==> config.mk <==
export PLATFORM = sky130hd
export DESIGN_NAME = bp_cfg_loader
export DESIGN_NICKNAME = d
export VERILOG_FILES = /design/src/rtl/bp_cfg_loader.sv
export SDC_FILE = /design/constraint.sdc
export NUM_CORES = 1
export LEC_CHECK = 0
export CAP_MARGIN = 20
export CORE_ASPECT_RATIO = 0.8
export CORE_UTILIZATION = 46
export CTS_BUF_LIST = sky130_fd_sc_hd__clkbuf_16
export CTS_CLUSTER_DIAMETER = 80
export DETAILED_ROUTE_END_ITERATION = 10
export PLACE_DENSITY_LB_ADDON = 0.2
export SKIP_CTS_REPAIR_TIMING = 1
export SLEW_MARGIN = 30
export SYNTH_ARGS = -nofsm -noshare
export SYNTH_HDL_FRONTEND = slang
export SYNTH_SLANG_ARGS = --single-unit
==> constraint.sdc <==
create_clock -name clk_i -period 4.2 [get_ports clk_i]
set_input_delay 1.26 -clock clk_i [delete_from_list [all_inputs] [get_ports clk_i]]
set_output_delay 1.26 -clock clk_i [all_outputs]
set_load 0.1 [all_outputs]
==> src/rtl/bp_cfg_loader.sv <==
// Boot-time config-link initiator: issues the ordered write sequence that brings a core out of reset.
// Latency: start to first request 1 cycle; ack to next request 1 cycle, or 3 cycles for microcode writes.
// Backpressure: one outstanding write; request held stable until cfg_ready_i, next step only after cfg_ack_i.
module bp_cfg_loader #(
   parameter int cfg_addr_width_p   = 32,
   parameter int cfg_data_width_p   = 64,
   parameter int ucode_words_p      = 256,
   parameter int ucode_addr_width_p = 8,
   parameter int core_id_p          = 0,
   parameter int did_p              = 0,
   parameter int host_did_p         = 0,
   parameter int icache_mode_p      = 0,
   parameter int dcache_mode_p      = 0,
   parameter int cce_mode_p         = 1,
   parameter int num_lce_p          = 2,
   parameter int skip_ucode_p       = 0
) (
   input  logic                          clk_i,
   input  logic                          reset_n_i,
   input  logic                          start_i,
   output logic                          ucode_v_o,
   output logic [ucode_addr_width_p-1:0] ucode_addr_o,
   input  logic [cfg_data_width_p-1:0]   ucode_data_i,
   output logic                          cfg_v_o,
   output logic [cfg_addr_width_p-1:0]   cfg_addr_o,
   output logic [cfg_data_width_p-1:0]   cfg_data_o,
   input  logic                          cfg_ready_i,
   input  logic                          cfg_ack_i,
   output logic                          busy_o,
   output logic                          done_o
);

   // Steps 0..12 are the fixed bring-up writes, then the microcode block
   // (unless skipped), then the final cce_mode write and the unfreeze.
   localparam int num_steps_lp   = (skip_ucode_p != 0) ? 15 : 15 + ucode_words_p;
   localparam int step_width_lp  = $clog2(15 + ucode_words_p + 1);
   localparam int ucode_first_lp = 13;
   localparam int cce_step_lp    = num_steps_lp - 2;
   localparam int last_step_lp   = num_steps_lp - 1;

   localparam logic [31:0] cfg_base_lp   = 32'h0100_0000;
   localparam logic [31:0] ucode_base_lp = 32'h0100_8000;

   // Parameter values held as unsigned 32-bit so widening zero-extends.
   localparam logic [31:0] core_id_lp    = core_id_p;
   localparam logic [31:0] did_lp        = did_p;
   localparam logic [31:0] host_did_lp   = host_did_p;
   localparam logic [31:0] icache_mode_lp = icache_mode_p;
   localparam logic [31:0] dcache_mode_lp = dcache_mode_p;
   localparam logic [31:0] cce_mode_lp   = cce_mode_p;
   localparam logic [31:0] num_lce_lp    = num_lce_p;

   typedef logic [step_width_lp-1:0]      step_t;
   typedef logic [ucode_addr_width_p-1:0] uidx_t;

   localparam uidx_t last_uidx_lp = uidx_t'(ucode_words_p - 1);

   typedef enum logic [2:0] {
      ST_IDLE,
      ST_FETCH,
      ST_LOAD,
      ST_SEND,
      ST_WAIT_ACK,
      ST_DONE
   } state_e;

   state_e                       state_q, state_d;
   step_t                        step_q, step_d;
   uidx_t                        uidx_q, uidx_d;
   logic [cfg_addr_width_p-1:0]  addr_q, addr_d;
   logic [cfg_data_width_p-1:0]  data_q, data_d;

   logic                         launch;
   step_t                        launch_step;

   function automatic logic is_ucode(input step_t s);
      return (skip_ucode_p == 0) && (int'(s) >= ucode_first_lp)
             && (int'(s) < ucode_first_lp + ucode_words_p);
   endfunction

   // Register offset of a non-microcode step.
   function automatic logic [15:0] step_offset(input step_t s);
      case (int'(s))
         0:       return 16'h0002;
         1:       return 16'h0001;
         2:       return 16'h0001;
         3:       return 16'h0005;
         4:       return 16'h0006;
         5:       return 16'h0008;
         6:       return 16'h0021;
         7:       return 16'h0022;
         8:       return 16'h0042;
         9:       return 16'h0043;
         10:      return 16'h0080;
         11:      return 16'h0081;
         12:      return 16'h0082;
         default: return (int'(s) == cce_step_lp) ? 16'h0081 : 16'h0002;
      endcase
   endfunction

   // Write data of a non-microcode step.
   function automatic logic [31:0] step_value(input step_t s);
      case (int'(s))
         0:       return 32'd1;
         1:       return 32'd1;
         2:       return 32'd0;
         3:       return core_id_lp;
         4:       return did_lp;
         5:       return host_did_lp;
         6:       return 32'd0;
         7:       return icache_mode_lp;
         8:       return 32'd0;
         9:       return dcache_mode_lp;
         10:      return core_id_lp;
         11:      return 32'd0;
         12:      return num_lce_lp;
         default: return (int'(s) == cce_step_lp) ? cce_mode_lp : 32'd0;
      endcase
   endfunction

   // Next-state logic: step sequencing and request address/data capture.
   always_comb begin
      state_d     = state_q;
      step_d      = step_q;
      uidx_d      = uidx_q;
      addr_d      = addr_q;
      data_d      = data_q;
      launch      = 1'b0;
      launch_step = '0;

      case (state_q)
         ST_IDLE, ST_DONE: begin
            if (start_i) begin
               launch      = 1'b1;
               launch_step = '0;
               step_d      = '0;
               uidx_d      = '0;
            end
         end
         ST_FETCH: begin
            state_d = ST_LOAD;
         end
         ST_LOAD: begin
            data_d  = ucode_data_i;
            addr_d  = cfg_addr_width_p'(ucode_base_lp + 32'(uidx_q));
            state_d = ST_SEND;
         end
         ST_SEND: begin
            if (cfg_ready_i) begin
               state_d = ST_WAIT_ACK;
            end
         end
         ST_WAIT_ACK: begin
            if (cfg_ack_i) begin
               if (step_q == step_t'(last_step_lp)) begin
                  state_d = ST_DONE;
               end else begin
                  launch      = 1'b1;
                  launch_step = step_q + step_t'(1);
                  step_d      = step_q + step_t'(1);
                  // Microcode index saturates at the last word instead of wrapping.
                  if (is_ucode(step_q) && (uidx_q != last_uidx_lp)) begin
                     uidx_d = uidx_q + uidx_t'(1);
                  end
               end
            end
         end
         default: begin
            state_d = ST_IDLE;
         end
      endcase

      // Microcode steps must read the ROM first; all others go straight to SEND.
      if (launch) begin
         if (is_ucode(launch_step)) begin
            state_d = ST_FETCH;
         end else begin
            state_d = ST_SEND;
            addr_d  = cfg_addr_width_p'(cfg_base_lp + {16'h0000, step_offset(launch_step)});
            data_d  = cfg_data_width_p'(step_value(launch_step));
         end
      end
   end

   // State, step counter and request registers; reset abandons any in-flight request.
   always_ff @(posedge clk_i or negedge reset_n_i) begin
      if (!reset_n_i) begin
         state_q <= ST_IDLE;
         step_q  <= '0;
         uidx_q  <= '0;
         addr_q  <= '0;
         data_q  <= '0;
      end else begin
         state_q <= state_d;
         step_q  <= step_d;
         uidx_q  <= uidx_d;
         addr_q  <= addr_d;
         data_q  <= data_d;
      end
   end

   assign ucode_v_o    = (state_q == ST_FETCH);
   assign ucode_addr_o = (state_q == ST_FETCH) ? uidx_q : '0;
   assign cfg_v_o      = (state_q == ST_SEND);
   assign cfg_addr_o   = addr_q;
   assign cfg_data_o   = data_q;
   assign busy_o       = (state_q == ST_FETCH) || (state_q == ST_LOAD)
                         || (state_q == ST_SEND) || (state_q == ST_WAIT_ACK);
   assign done_o       = (state_q == ST_DONE);

endmodule
==> results.toml <==
[cts]
ctsHtreeMaxLevel = 4
cts_tree = "done"
clk_pin_slew_ns = 0.05
clock-sinks = 116
clock_latency_ns = 0.41
tritoncts.num_buffers = 17
cts_buffer_depth = 2
cts-root-buf = "clkbuf_16"

[logic_synthesis]
synthCells = 584
yosysUniqueCellTypes = 55
yosys_warnings = 0
synthArstFlopShare_pct = 100.0
netlist_area_um2 = 5434
ys_ff_latch = 116
syn_area_per_cell_um2 = 9.305
yosysSeqAreaShare_pct = 53.42
synth-edff-count = 0
synthesis.nets = 657
synth_flop_cell = "dfrtp_1"

[power_and_ir_drop]
p_per_area_nw_per_um2 = 883.6
power_mw = 6.977
switching_share_pct = 52.52
p_comb_share_pct = 54.8
switching_power_mw = 3.664
p_int_mw = 3.313
power_frac_seq_pct = 23.2
irDropWorstVdd_v = 0.0005178
p_leak_nw = 3.471
p_clk_share_pct = 21.9

[floorplan]
die-area_um2 = 12250
coreArea_um2 = 11520
ioPinCount = 177
rows = 35
fp.dieH_um = 99.22
die_w_um = 123.5
start_util_pct = 47.18

[status]
status = "finished clean"

[hold_path]
hp-class = "reg2reg"
holdCritStartpoint = "cfg_addr_o[24]$_DFF_PN0_"
hold_depth = 1
min_to = "cfg_addr_o[24]$_DFF_PN0_"

[route]
initialDrtViolationCount = 359
dr_wl_met2_mm = 7.188
viasPerCell = 5.491
dr_wl_met3_mm = 1.235
wire_per_inst_um = 17.12
first_pass_iters = 5
dr.max_layer_used = "met4"
wirelength_mm = 15.53
ant_nets = 0
vias = 4980
drc = 0
m1WireLength_mm = 6.751

[final_layout]
mostFrequentLayoutCell = "clkdlybuf4s50_1"
final_cells = 907
nNetsFinal = 819
utilization_pct = 68.56
diodes = 0
drive_gt1_share_pct = 9.223
area_delta_synth_final_pct = 45.31
fin_area_um2 = 7896
final_cell_mix = "162 x clkdlybuf4s50_1, 147 x nand2_1, 116 x dfrtp_1"

[setup_path]
path_class = "reg2reg"
r2r-end = "cfg_data_o[35]$_DFF_PN0_"
cp-start-kind = "register"
cp_max_fo = 32
rr_worst_depth = 8
cp_data_arrival_time_ns = 3.84
cp-end-kind = "register"
r2r_slack_ns = 0.64
critPathRequiredTime_ns = 4.49
reg2reg_from = "step_q[0]$_DFFE_PN0P_"

[global_route]
antenna_found_initial = 0
grt_pass1_wl_mm = 24.92
track_usage_pct = 26.76
grt_max_degree = 72
overflow = 0
first_global_vias = 4895

[timing]
final-max-slew-violation-count = 0
setup_viol = 0
fmax_mhz = 281.2
skew_ns = 0.008675
rsz0062_at_grt = "false"
worstMarginPinSlew_ns = 1.019
min_period_ns = 3.557
whs_ns = 0.4732
slew_headroom_pct = 31.83
finalCritPeriodShare_pct = 84.68
hold_viol = 0

[job]
maxCapViolations = 0

[place]
place_congestion = 0.9431
dp_hpwl_mm = 10.59
io_buffers = 176
dp_cells = 874
placed_cell_area_um2 = 7239
registers in the layout, summed over array words and instances, names as in the netlist:
name / count
step_q: 9
cfg_data_o: 64
cfg_addr_o: 32
uidx_q: 8
state_q: 3
cell type report:
| type | instances | area (um^2) |
|---|---|---|
| Tap cell | 148 | 185.2 |
| Sequential cell | 116 | 2903 |
| Clock inverter | 15 | 205.2 |
| Inverter | 6 | 22.52 |
| Multi-Input combinational cell | 416 | 2285 |
| Timing Repair Buffer | 189 | 1871 |
| Clock buffer | 17 | 425.4 |
| Fill cell | 893 | 3621 |
critical path: stages, from the launching register on:
cell and delay [ns]:
dfrtp_1 0.72, ha_1 0.64, and4_1 0.37, and2_1 0.21
xnor2_1 0.10, a211oi_1 0.45, or3_2 0.60, buf_12 0.26
a21oi_1 0.07
routing by layer:
layer / global-route usage (%) / vias up
met5: 0 / -
met2: 41.56 / 207
met1: 34.91 / 2404
met4: 11.21 / 0
met3: 7.913 / 27
li1: - / 2342
worst max path at each step:
stage / from / to / cells past startpoint
finish: step_q[0]$_DFFE_PN0P_ / cfg_data_o[35]$_DFF_PN0_ / 8
global route: step_q[0]$_DFFE_PN0P_ / cfg_data_o[28]$_DFF_PN0_ / 8
CTS: cfg_ack_i / cfg_data_o[28]$_DFF_PN0_ / 7
detailed placement: cfg_ack_i / cfg_data_o[28]$_DFF_PN0_ / 7
global placement: cfg_ack_i / cfg_data_o[62]$_DFF_PN0_ / 7
floorplan: state_q[0]$_DFFE_PN0P_ / ucode_addr_o[0] / 4
per-stage QoR:
| step | setup TNS [ns] | worst slack, ns |
|---|---|---|
| CTS | 0 | 0.6839 |
| global route | 0 | 0.4535 |
| finish | 0 | 0.6434 |
| global placement | 0 | 0.5052 |
| detailed placement | 0 | 0.3061 |
| floorplan | -0.2724 | -0.03331 |
kinds of logic after synthesis:
group / share of synthesized area, %
muxes: 2.026
buffers and inverters: 4.835
xor gates and xnor gates: 1.934
adders and majority gates: 0.9211
and+or+nand+nor: 22.15
DFF: 53.42
AOI/OAI and AO/OA: 14.71
synthesized netlist by cell type, types with 2 or more instances:
cell | n | share of area, %
nor2_1 | 24 | 1.7
a31oi_1 | 7 | 0.81
or4_1 | 2 | 0.28
o22ai_1 | 5 | 0.58
nand4_1 | 6 | 0.69
clkbuf_1 | 31 | 2.1
o31ai_1 | 7 | 0.97
a21bo_2 | 2 | 0.37
mux2i_1 | 11 | 2.0
a21oi_1 | 70 | 6.4
buf_2 | 5 | 0.46
buf_6 | 8 | 1.7
xor2_1 | 6 | 0.97
nor2b_1 | 2 | 0.23
and4_1 | 2 | 0.32
nor3b_1 | 2 | 0.28
or3_1 | 4 | 0.46
nand3_1 | 9 | 0.83
nand2_1 | 147 | 10
a21oi_2 | 2 | 0.32
xnor2_1 | 6 | 0.97
o32ai_1 | 4 | 0.64
and3_1 | 25 | 2.9
nor3_1 | 6 | 0.55
o21ai_1 | 3 | 0.28
inv_1 | 6 | 0.41
o21a_1 | 3 | 0.41
o211ai_1 | 5 | 0.69
ha_1 | 4 | 0.92
o21ai_0 | 14 | 1.3
and2_1 | 10 | 1.2
nand2b_1 | 6 | 0.69
dfrtp_1 | 116 | 53
nand3b_1 | 3 | 0.41
power groups by stage:
| stage | logic (mW) | registers (mW) | clock network [mW] |
|---|---|---|---|
| global route | 4.02 | 1.66 | 1.61 |
| CTS | 3.80 | 1.62 | 1.55 |
| finish | 3.83 | 1.62 | 1.53 |
| floorplan | 1.19 | 3.32 | 0 |
| global placement | 3.73 | 1.62 | 0 |
| detailed placement | 3.79 | 1.63 | 0 |
Power figures use the tool's default switching activity.
